==> src/rtl/i2c_xfer_sequencer_if.sv <==
// APB slave port plus the i2c_master core register port of the transfer sequencer.
// The slave modport is the sequencer's view. The master modport is the surrounding system: the CPU and the core.
interface i2c_xfer_sequencer_if;
  logic        PSEL;
  logic        PENABLE;
  logic        PWRITE;
  logic [31:0] PADDR;
  logic [31:0] PWDATA;
  logic [31:0] PRDATA;
  logic        PREADY;
  logic        PIRQ;
  logic [5:0]  core_a;
  logic [7:0]  core_di;
  logic        core_we;
  logic        core_re;
  logic [7:0]  core_do;

  modport slave (
    input  PSEL, PENABLE, PWRITE, PADDR, PWDATA, core_do,
    output PRDATA, PREADY, PIRQ, core_a, core_di, core_we, core_re
  );

  modport master (
    output PSEL, PENABLE, PWRITE, PADDR, PWDATA, core_do,
    input  PRDATA, PREADY, PIRQ, core_a, core_di, core_we, core_re
  );
endinterface

==> src/rtl/i2c_xfer_sequencer.sv <==
// APB-controlled sequencer that runs whole register-style I2C write/read transfers
// on an i2c_master core by driving its register port and polling its SR.
module i2c_xfer_sequencer #(
  parameter logic [15:0] PRESCALE_RST = 16'h0063
) (
  input logic                 PCLK,
  input logic                 PRESETn,
  i2c_xfer_sequencer_if.slave bus
);

  typedef enum logic [3:0] {
    S_OFF, S_INIT, S_IDLE, S_TX, S_CR, S_SRRD, S_SRCHK,
    S_STOP, S_STWAIT, S_RXRD, S_RXCAP, S_DIS
  } state_t;

  state_t      r_state, w_next;
  logic [15:0] r_prescale;
  logic        r_en, r_ie, r_done, r_nack, r_al, r_is_read, r_stw_chk;
  logic [6:0]  r_saddr;
  logic [7:0]  r_regaddr, r_wdata, r_rdata;
  logic [1:0]  r_step, r_init_cnt;

  logic        w_wr, w_busy, w_go, w_last_step, w_final_rd;
  logic        w_step_inc, w_set_al, w_set_nack, w_capture, w_done_set;
  logic [2:0]  w_idx;
  logic [7:0]  w_tx_byte, w_cr_byte;
  logic        w_unused;

  assign w_wr        = bus.PSEL & bus.PENABLE & bus.PWRITE;
  assign w_idx       = bus.PADDR[4:2];
  assign w_busy      = r_state inside {S_TX, S_CR, S_SRRD, S_SRCHK, S_STOP, S_STWAIT, S_RXRD, S_RXCAP};
  assign w_go        = w_wr && (w_idx == 3'd5) && (|bus.PWDATA[1:0]) && (r_state == S_IDLE);
  assign w_last_step = r_is_read ? (r_step == 2'd3) : (r_step == 2'd2);
  assign w_final_rd  = r_is_read && (r_step == 2'd3);
  assign w_unused    = ^{bus.PADDR[31:5], bus.PADDR[1:0], bus.PWDATA[31:16]};

  // Step tables: address+W, register index, then data (write) or address+R and receive (read).
  always_comb begin
    unique case (r_step)
      2'd0:    begin w_tx_byte = {r_saddr, 1'b0}; w_cr_byte = 8'h90; end
      2'd1:    begin w_tx_byte = r_regaddr;       w_cr_byte = 8'h10; end
      2'd2:    begin
                 w_tx_byte = r_is_read ? {r_saddr, 1'b1} : r_wdata;
                 w_cr_byte = r_is_read ? 8'h90 : 8'h50;
               end
      default: begin w_tx_byte = 8'h00;           w_cr_byte = 8'h68; end
    endcase
  end

  // NOTE: every signal driven here gets a default first, so no path leaves a latch behind.
  always_comb begin
    w_next      = r_state;
    bus.core_we = 1'b0;
    bus.core_re = 1'b0;
    bus.core_a  = 6'd0;
    bus.core_di = 8'h00;
    w_step_inc  = 1'b0;
    w_set_al    = 1'b0;
    w_set_nack  = 1'b0;
    w_capture   = 1'b0;
    unique case (r_state)
      S_OFF:   if (r_en) w_next = S_INIT;
      S_INIT: begin
        bus.core_we = 1'b1;
        bus.core_a  = {4'd0, r_init_cnt};
        bus.core_di = (r_init_cnt == 2'd0) ? r_prescale[7:0] :
                      (r_init_cnt == 2'd1) ? r_prescale[15:8] : 8'h80;
        if (r_init_cnt == 2'd2) w_next = S_IDLE;
      end
      S_IDLE:  if (w_go) w_next = S_TX;
      S_TX: begin
        bus.core_we = 1'b1;
        bus.core_a  = 6'd3;
        bus.core_di = w_tx_byte;
        w_next      = S_CR;
      end
      S_CR: begin
        bus.core_we = 1'b1;
        bus.core_a  = 6'd4;
        bus.core_di = w_cr_byte;
        w_next      = S_SRRD;
      end
      S_SRRD: begin
        bus.core_re = 1'b1;
        bus.core_a  = 6'd4;
        w_next      = S_SRCHK;
      end
      S_SRCHK: begin
        if (bus.core_do[1]) begin
          w_next = S_SRRD;
        end else if (bus.core_do[5]) begin
          w_set_al = 1'b1;
          w_next   = S_IDLE;
        end else if (bus.core_do[7] && !w_final_rd) begin
          w_set_nack = 1'b1;
          w_next     = S_STOP;
        end else if (w_last_step) begin
          w_next = r_is_read ? S_RXRD : S_IDLE;
        end else begin
          w_step_inc = 1'b1;
          // The final read step has no TXR byte, so it starts straight at CR.
          w_next     = (r_is_read && (r_step == 2'd2)) ? S_CR : S_TX;
        end
      end
      S_STOP: begin
        bus.core_we = 1'b1;
        bus.core_a  = 6'd4;
        bus.core_di = 8'h40;
        w_next      = S_STWAIT;
      end
      S_STWAIT: begin
        if (!r_stw_chk) begin
          bus.core_re = 1'b1;
          bus.core_a  = 6'd4;
        end else if (!bus.core_do[6]) begin
          w_next = S_IDLE;
        end
      end
      S_RXRD: begin
        bus.core_re = 1'b1;
        bus.core_a  = 6'd3;
        w_next      = S_RXCAP;
      end
      S_RXCAP: begin
        w_capture = 1'b1;
        w_next    = S_IDLE;
      end
      S_DIS: begin
        bus.core_we = 1'b1;
        bus.core_a  = 6'd2;
        w_next      = S_OFF;
      end
      default: w_next = S_OFF;
    endcase
    if (!r_en && (r_state != S_OFF) && (r_state != S_DIS)) w_next = S_DIS;
  end

  assign w_done_set = (w_next == S_IDLE) && (r_state inside {S_SRCHK, S_STWAIT, S_RXCAP});

  // NOTE: sequential state uses non-blocking assignments so every register samples pre-edge values.
  always_ff @(posedge PCLK or negedge PRESETn) begin
    if (!PRESETn) begin
      r_state    <= S_OFF;
      r_init_cnt <= 2'd0;
      r_stw_chk  <= 1'b0;
    end else begin
      r_state    <= w_next;
      r_init_cnt <= (r_state == S_INIT) ? r_init_cnt + 2'd1 : 2'd0;
      r_stw_chk  <= (r_state == S_STWAIT) ? ~r_stw_chk : 1'b0;
    end
  end

  always_ff @(posedge PCLK or negedge PRESETn) begin
    if (!PRESETn) begin
      r_prescale <= PRESCALE_RST;
      r_en       <= 1'b0;
      r_ie       <= 1'b0;
      r_saddr    <= 7'd0;
      r_regaddr  <= 8'd0;
      r_wdata    <= 8'd0;
      r_rdata    <= 8'd0;
      r_done     <= 1'b0;
      r_nack     <= 1'b0;
      r_al       <= 1'b0;
      r_is_read  <= 1'b0;
      r_step     <= 2'd0;
    end else begin
      if (w_wr) begin
        unique case (w_idx)
          3'd0:    if (!w_busy) r_prescale <= bus.PWDATA[15:0];
          3'd1:    begin r_en <= bus.PWDATA[0]; r_ie <= bus.PWDATA[1]; end
          3'd2:    if (!w_busy) r_saddr <= bus.PWDATA[6:0];
          3'd3:    if (!w_busy) r_regaddr <= bus.PWDATA[7:0];
          3'd4:    if (!w_busy) r_wdata <= bus.PWDATA[7:0];
          3'd6:    if (bus.PWDATA[1]) r_done <= 1'b0;
          default: ;
        endcase
      end
      if (w_go) begin
        r_is_read <= bus.PWDATA[1];
        r_nack    <= 1'b0;
        r_al      <= 1'b0;
        r_done    <= 1'b0;
        r_step    <= 2'd0;
      end
      if (w_step_inc) r_step  <= r_step + 2'd1;
      if (w_set_al)   r_al    <= 1'b1;
      if (w_set_nack) r_nack  <= 1'b1;
      if (w_capture)  r_rdata <= bus.core_do;
      // Placed after the software clear so a coincident completion wins.
      if (w_done_set) r_done  <= 1'b1;
    end
  end

  always_comb begin
    unique case (w_idx)
      3'd0:    bus.PRDATA = {16'd0, r_prescale};
      3'd1:    bus.PRDATA = {30'd0, r_ie, r_en};
      3'd2:    bus.PRDATA = {25'd0, r_saddr};
      3'd3:    bus.PRDATA = {24'd0, r_regaddr};
      3'd4:    bus.PRDATA = {24'd0, r_wdata};
      3'd6:    bus.PRDATA = {16'd0, r_rdata, 4'd0, r_al, r_nack, r_done, w_busy};
      default: bus.PRDATA = 32'd0;
    endcase
  end

  assign bus.PREADY = 1'b1;
  assign bus.PIRQ   = r_done & r_ie;

endmodule
==> src/flat_wrapper.sv <==
// flat-port wrapper written by rule: the top's interface ports become plain ports
module i2c_xfer_sequencer_flat 
#(
  parameter logic [15:0] PRESCALE_RST = 16'h0063
)
  (PCLK, PRESETn, bus_PSEL, bus_PENABLE, bus_PWRITE, bus_PADDR, bus_PWDATA, bus_core_do, bus_PRDATA, bus_PREADY, bus_PIRQ, bus_core_a, bus_core_di, bus_core_we, bus_core_re);
  i2c_xfer_sequencer_if bus_i ();
  input logic PCLK;
  input logic PRESETn;
  input wire logic [$bits(bus_i.PSEL)-1:0] bus_PSEL;
  input wire logic [$bits(bus_i.PENABLE)-1:0] bus_PENABLE;
  input wire logic [$bits(bus_i.PWRITE)-1:0] bus_PWRITE;
  input wire logic [$bits(bus_i.PADDR)-1:0] bus_PADDR;
  input wire logic [$bits(bus_i.PWDATA)-1:0] bus_PWDATA;
  input wire logic [$bits(bus_i.core_do)-1:0] bus_core_do;
  output wire logic [$bits(bus_i.PRDATA)-1:0] bus_PRDATA;
  output wire logic [$bits(bus_i.PREADY)-1:0] bus_PREADY;
  output wire logic [$bits(bus_i.PIRQ)-1:0] bus_PIRQ;
  output wire logic [$bits(bus_i.core_a)-1:0] bus_core_a;
  output wire logic [$bits(bus_i.core_di)-1:0] bus_core_di;
  output wire logic [$bits(bus_i.core_we)-1:0] bus_core_we;
  output wire logic [$bits(bus_i.core_re)-1:0] bus_core_re;
  assign bus_i.PSEL = bus_PSEL;
  assign bus_i.PENABLE = bus_PENABLE;
  assign bus_i.PWRITE = bus_PWRITE;
  assign bus_i.PADDR = bus_PADDR;
  assign bus_i.PWDATA = bus_PWDATA;
  assign bus_i.core_do = bus_core_do;
  assign bus_PRDATA = bus_i.PRDATA;
  assign bus_PREADY = bus_i.PREADY;
  assign bus_PIRQ = bus_i.PIRQ;
  assign bus_core_a = bus_i.core_a;
  assign bus_core_di = bus_i.core_di;
  assign bus_core_we = bus_i.core_we;
  assign bus_core_re = bus_i.core_re;
  i2c_xfer_sequencer #(.PRESCALE_RST(PRESCALE_RST)) u_core (.PCLK(PCLK), .PRESETn(PRESETn), .bus(bus_i));
endmodule
==> config.mk <==
export PLATFORM = sky130hd
export DESIGN_NAME = i2c_xfer_sequencer_flat
export DESIGN_NICKNAME = d
export VERILOG_FILES = /design/src/rtl/i2c_xfer_sequencer_if.sv /design/src/rtl/i2c_xfer_sequencer.sv /design/src/flat_wrapper.sv
export SDC_FILE = /design/constraint.sdc
export NUM_CORES = 1
export LEC_CHECK = 0
export BUFFER_PORTS_ARGS = -buffer_cell sky130_fd_sc_hd__buf_2
export CELL_PAD_IN_SITES_DETAIL_PLACEMENT = 1
export CELL_PAD_IN_SITES_GLOBAL_PLACEMENT = 1
export CORE_MARGIN = 8
export CORE_UTILIZATION = 25
export CTS_CLUSTER_DIAMETER = 120
export CTS_CLUSTER_SIZE = 40
export DETAILED_ROUTE_END_ITERATION = 8
export PLACE_DENSITY_LB_ADDON = 0.1
export SLEW_MARGIN = 0
export SYNTH_ARGS = -nofsm -noshare
export SYNTH_HDL_FRONTEND = slang
export SYNTH_SLANG_ARGS = --single-unit
==> constraint.sdc <==
create_clock -name PCLK -period 2.34 [get_ports PCLK]
set_input_delay 0.468 -clock PCLK [delete_from_list [all_inputs] [get_ports PCLK]]
set_output_delay 0.468 -clock PCLK [all_outputs]
set_load 0.005 [all_outputs]
==> results of run 1 <==
layout make-up:
cell class	count	area, um2	share of cell area, %
well taps	188	235	4.77
flip-flops and latches	62	1560	31.6
clock buffers	11	233	4.72
repair buffers	97	608	12.3
clock inverters	5	58.8	1.19
inverters	12	47.5	0.964
multi-input cells	276	2190	44.4
stage by stage:
stage / area [um2] / power, uW / instances
6_report: 4930 / 5920 / 651
5_1_grt: 4930 / 6350 / 651
4_1_cts: 4860 / 5960 / 649
3_5_place_dp: 4480 / 4490 / 631
3_3_place_gp: 4480 / 4430 / 631
2_1_floorplan: 3940 / 3520 / 393
per-layer routing:
| metal | wire, um | up-vias | GRT usage, % |
|---|---|---|---|
| met5 | 0 | - | 0 |
| met4 | 256 | 0 | 5.88 |
| met3 | 694 | 15 | 2.82 |
| met2 | 6110 | 95 | 22.1 |
| met1 | 6430 | 1601 | 18.6 |
| li1 | - | 1506 | - |
synthesized netlist by cell type, types with 3 or more instances:
library cell / instances / area [um2]
ha_1: 8 / 100
mux2_4: 10 / 150
nand2b_1: 7 / 43.8
nand2_1: 17 / 63.8
a21oi_1: 17 / 85.1
nand3_1: 6 / 30.0
dfrtp_1: 58 / 1450
mux2i_1: 3 / 30.0
a222oi_1: 7 / 70.1
o21ai_0: 11 / 55.1
buf_2: 4 / 20.0
a22oi_1: 25 / 188
nor2_2: 3 / 18.8
inv_1: 12 / 45.0
nor2b_1: 9 / 56.3
buf_4: 21 / 158
o22ai_1: 11 / 68.8
clkbuf_1: 14 / 52.6
nor3_1: 6 / 30.0
nor2_1: 27 / 101
o221ai_1: 5 / 43.8
dfstp_2: 4 / 105
mux2_2: 47 / 529
and2_1: 3 / 18.8
sequential cells by signal, indices dropped and copies added (netlist names):
register	count
u_core.r_prescale	16
u_core.r_rdata	8
u_core.r_regaddr	8
u_core.r_wdata	8
u_core.r_saddr	7
u_core.r_state	4
u_core.r_init_cnt	2
u_core.r_step	2
u_core.r_al	1
u_core.r_done	1
u_core.r_en	1
u_core.r_ie	1
u_core.r_is_read	1
u_core.r_nack	1
u_core.r_stw_chk	1
path summary, 6_finish.rpt:
kind	startpoint	to	depth (start not counted)
worst max-delay path	u_core.r_step[1]$_DFFE_PN0P_	bus_core_di[3]	4
worst min-delay path	PRESETn	u_core.r_regaddr[5]$_DFFE_PN0P_	2
worst max register to register	u_core.r_state[2]$_DFF_PN0_	u_core.r_saddr[1]$_DFFE_PN0P_	6
worst min register to register	u_core.r_init_cnt[0]$_DFF_PN0_	u_core.r_init_cnt[0]$_DFF_PN0_	1
max in group asynchronous	PRESETn	u_core.r_prescale[1]$_DFFE_PN1P_	2
min in group PCLK	bus_PWDATA[10]	u_core.r_prescale[10]$_DFFE_PN0P_	2
logic make-up after synthesis:
logic type               count (synthesis)  synth area share, %
AND/OR/NAND/NOR                         91                 12.3
adder cells (fa/ha/maj)                  8                 2.58
other                                    2                0.194
multiplexers                            61                 18.9
buffers and inverters                   55                 8.11
XOR/XNOR                                 1                0.420
AO/OA/AOI/OAI                           95                 17.3
flip-flops                              62                 40.2
power by group through the flow:
stage	registers (uW)	clock network (uW)	logic (uW)
4_1_cts	2110	1370	2490
2_1_floorplan	1880	0	1640
5_1_grt	2180	1400	2770
3_3_place_gp	2110	0	2320
3_5_place_dp	2130	0	2360
6_report	2110	1320	2490
layout by cell type (no fill, tap or decap), drive strengths merged, types with 11 or more instances in the layout:
cell / synthesis / routed
conb: 2 / 20
a22oi: 25 / 25
buf: 29 / 97
o21ai: 12 / 12
dfrtp: 58 / 58
a21oi: 18 / 18
nand2: 18 / 18
clkbuf: 14 / 11
inv: 12 / 13
o22ai: 11 / 11
mux2: 57 / 57
nor2: 30 / 30
worst max-delay path: stages (launching register included):
cell,delay (ns)
dfrtp_2,0.46
ha_4,0.18
or4_4,0.58
o221ai_2,0.27
buf_2,0.16
what timing repair did:
item	4_1_cts	5_1_grt
setup buffers	2	2
pin swaps	10	7
setup endpoints to repair	8	8
resized for setup	17	12
==> flow_metrics.env, run 1 <==
export IMPL_ant_nets=0
export IMPL_combPwrFrac_pct=42.0
export IMPL_syn_area_um2=3870
export IMPL_seq_area_frac_synth_pct=40.2
export IMPL_violations="setup timing"
export IMPL_grt_setup_unrepaired="true"
export IMPL_critPathRequiredTime_ns=1.87
export IMPL_worst_pin_slew_ns=0.726
export IMPL_swShare_pct=37.7
export IMPL_utilization_pct=32.4
export IMPL_critPathLaunchType="flip-flop"
export IMPL_grt_use_total_pct=14.1
export IMPL_yosys_warnings=0
export IMPL_die_height_um=140
export IMPL_area_growth_pct=27.3
export IMPL_synth_cell_types=55
export IMPL_ios=127
export IMPL_tns_ns=-0.645
export IMPL_routed_wl_um=13500
export IMPL_gr_total_overflow=0
export IMPL_slew_headroom_pct=51.5
export IMPL_whs_ns=0.150
export IMPL_grt_pass1_vias=3563
export IMPL_antenna_cells=0
export IMPL_final_nets=543
export IMPL_drt_iter0_drc=217
export IMPL_cts_sinks=62
export IMPL_cts_tree="done"
export IMPL_p_clk_share_pct=22.3
export IMPL_synth_seq_cells=62
export IMPL_ctsLongestPathBuffers=2
export IMPL_numPortBuffers=61
export IMPL_final_min_clock_period_ns=2.46
export IMPL_rows=45
export IMPL_finalHoldViolations=0
export IMPL_hold_path_class="in -> async"
export IMPL_post_drt_wl_per_cell_um=20.7
export IMPL_dr_pass1_iters=5
export IMPL_ir_worst_vdd_mv=0.385
export IMPL_clkTransAtPathRegs_ns=0.06
export IMPL_place_congestion=0.765
export IMPL_p_leak_uw=0.00218
export IMPL_r2r_slack_ns=0.22
export IMPL_clock_skew_ns=0.00565
export IMPL_antenna_found_initial=0
export IMPL_via_per_inst=4.94
export IMPL_worstSetupEndpointType="output port"
export IMPL_vias=3217
export IMPL_synthCells=375
export IMPL_p_per_area_nw_per_um2=1200
export IMPL_die_w_um=140
export IMPL_place_ws_ns=0.0155
export IMPL_final_max_slew_viol_count=0
export IMPL_status="finished with violations"
export IMPL_drcViolationCount=0
export IMPL_synth_main_ff_cell="dfrtp_1"
export IMPL_synth_edf_count=0
export IMPL_ctsHoldBuffers=0
export IMPL_maxCapViolations=0
export IMPL_fillers=1736
export IMPL_cellInternalPower_uw=3680
export IMPL_worst_slack_ns=-0.117
export IMPL_initial_utilization_pct=25.5
export IMPL_critPathArrivalTime_ns=1.99
export IMPL_period_share_pct=105
export IMPL_grt_pass1_wl_um=21400
export IMPL_power_switching_uw=2230
export IMPL_dieArea_um2=19700
export IMPL_criticalPathCategory="reg -> out"
export IMPL_cp_max_fo=8
export IMPL_cts_buffers=9
export IMPL_max_freq_mhz=407
export IMPL_cts_root_buf="clkbuf_16"
export IMPL_grt_max_degree=63
export IMPL_insertion_delay_ns=0.33
export IMPL_synthArstFlopShare_pct=100
export IMPL_place_hpwl_um=10400
export IMPL_setup_viol=8
export IMPL_avgSynthCellArea_um2=10.3
export IMPL_power_frac_seq_pct=35.7
export IMPL_core_um2=15200
export IMPL_htreeDepth=3
export IMPL_drive_gt1_share_pct=44.1
(Power assumes the default switching activity.)
==> run 2, diff against run 1 <==
- CTS_BUF_LIST: unset -> sky130_fd_sc_hd__clkbuf_4
==> flow_metrics.env, run 2 (same netlist as run 1, synthesis figures left out) <==
export IMPL_swShare_pct=40.1
export IMPL_ctsHoldBuffers=0
export IMPL_clkTransAtPathRegs_ns=0.12
export IMPL_vias=3232
export IMPL_final_common_cell="buf_2"
export IMPL_p_clk_share_pct=14.4
export IMPL_p_leak_uw=0.00213
export IMPL_critPathLaunchType="flip-flop"
export IMPL_worstSetupEndpointType="output port"
export IMPL_startpoint="u_core.r_step[1]$_DFFE_PN0P_"
export IMPL_cp_max_fo=8
export IMPL_power_frac_seq_pct=38.7
export IMPL_violations="setup timing"
export IMPL_core_um2=15200
export IMPL_final_max_slew_viol_count=0
export IMPL_critPathRequiredTime_ns=1.87
export IMPL_dr_pass1_iters=5
export IMPL_drt_iter0_drc=179
export IMPL_final_min_clock_period_ns=2.58
export IMPL_antenna_found_initial=1
export IMPL_hold_path_class="in -> async"
export IMPL_grt_pass1_vias=3576
export IMPL_cts_buffers=9
export IMPL_numPortBuffers=61
export IMPL_ios=127
export IMPL_rows=45
export IMPL_period_share_pct=110
export IMPL_die_height_um=140
export IMPL_worst_slack_ns=-0.243
export IMPL_worst_pin_slew_ns=0.713
export IMPL_power_switching_uw=2180
export IMPL_dieArea_um2=19700
export IMPL_largest_register="u_core.r_prescale"
export IMPL_rr_startpoint="u_core.r_state[1]$_DFF_PN0_"
export IMPL_design_area_um2=4790
export IMPL_max_freq_mhz=387
export IMPL_routed_wl_um=13500
export IMPL_setup_viol=8
export IMPL_fillers=1752
export IMPL_drive_gt1_share_pct=44.5
export IMPL_place_congestion=0.765
export IMPL_grt_pass1_wl_um=21400
export IMPL_largest_reg_flops=16
export IMPL_grt_setup_unrepaired="true"
export IMPL_ant_nets=0
export IMPL_insertion_delay_ns=0.44
export IMPL_drcViolationCount=0
export IMPL_via_per_inst=4.94
export IMPL_grt_use_total_pct=14.2
export IMPL_ir_worst_vdd_mv=0.432
export IMPL_area_growth_pct=23.6
export IMPL_combPwrFrac_pct=46.9
export IMPL_whs_ns=0.0311
export IMPL_placed_cell_area_um2=4480
export IMPL_slew_headroom_pct=52.4
export IMPL_criticalPathCategory="reg -> out"
export IMPL_final_nets=545
export IMPL_die_w_um=140
export IMPL_initial_utilization_pct=25.5
export IMPL_p_total_uw=5440
export IMPL_gr_total_overflow=0
export IMPL_ctsLongestPathBuffers=2
export IMPL_cts_tree="done"
export IMPL_grt_max_degree=63
export IMPL_cts_root_buf="clkbuf_4"
export IMPL_maxCapViolations=0
export IMPL_cts_sinks=62
export IMPL_clock_skew_ns=0.0135
export IMPL_htreeDepth=3
export IMPL_critPathArrivalTime_ns=2.12
export IMPL_status="finished with violations"
export IMPL_cellInternalPower_uw=3260
export IMPL_post_drt_wl_per_cell_um=20.7
export IMPL_layout_common_cells="buf_2, dfrtp_1, mux2_2"
export IMPL_place_hpwl_um=10400
export IMPL_finalHoldViolations=0
export IMPL_p_per_area_nw_per_um2=1140
run 2: cell types whose count changed in the layout (fill, tap and decap cells not counted), moves of 2 or more:
cell / previous run / this run
buf_4: 32 / 35
clkbuf_1: 2 / 0
clkbuf_16: 9 / 0
clkbuf_4: 0 / 11
run 2: cell type report:
class | count | area (um2) | share of cell area (%)
Multi-Input combinational cell | 276 | 2180 | 45.6
Timing Repair Buffer | 99 | 619 | 12.9
Sequential cell | 62 | 1560 | 32.6
Antenna cell | 1 | 2.50 | 0.0523
Tap cell | 188 | 235 | 4.91
Clock buffer | 11 | 82.6 | 1.72
Inverter | 12 | 47.5 | 0.993
Clock inverter | 5 | 58.8 | 1.23
run 2: final timing paths:
kind,cells past startpoint,slack [ns],to
worst max register to register,7,0.17,u_core.r_saddr[4]$_DFFE_PN0P_
worst min register to register,1,0.50,u_core.r_init_cnt[0]$_DFF_PN0_
worst max-delay path,4,-0.24,bus_core_di[3]
worst min-delay path,2,0.03,u_core.r_step[1]$_DFFE_PN0P_
max in group asynchronous,2,1.98,u_core.r_prescale[1]$_DFFE_PN1P_
min in group PCLK,2,0.26,u_core.r_rdata[2]$_DFFE_PN0N_
run 2: routing by layer:
layer | global-route usage [%] | vias to the layer above | routed length, um
met5 | 0 | - | 0
met4 | 5.32 | 0 | 203
met3 | 2.99 | 12 | 737
met2 | 22.3 | 99 | 6170
met1 | 18.7 | 1605 | 6400
li1 | - | 1516 | -
run 2: metrics by stage:
stage	setup WS (ns)	setup TNS, ns	util [%]	std cells
floorplan	0.355	0	-	393
CTS	-0.295	-2.18	30.9	649
global placement	0.0351	0	29.5	631
global route	-0.316	-2.34	31.5	654
finish	-0.243	-1.71	31.5	654
detailed placement	0.0155	0	29.5	631
run 2: critical path: stages, from the launching register on:
cell	delay (ns)
dfrtp_2	0.48
ha_4	0.18
or4_4	0.58
o221ai_2	0.27
buf_2	0.16
run 2: timing repair:
action / CTS / global route
endpoints found under the setup margin: 8 / 12
pin swaps: 8 / 6
resized for setup: 14 / 14
cloned: 0 / 0
hold endpoints to repair: 0 / 0
buffers inserted: 2 / 4
run 2: power by group through the flow:
| stage | sequential, uW | combinational (uW) | clock (uW) |
|---|---|---|---|
| after floorplan | 1880 | 1640 | 0 |
| after global placement | 2110 | 2320 | 0 |
| after detailed placement | 2130 | 2360 | 0 |
| after CTS | 2110 | 2470 | 823 |
| after global routing | 2170 | 2840 | 858 |
| final | 2100 | 2550 | 783 |
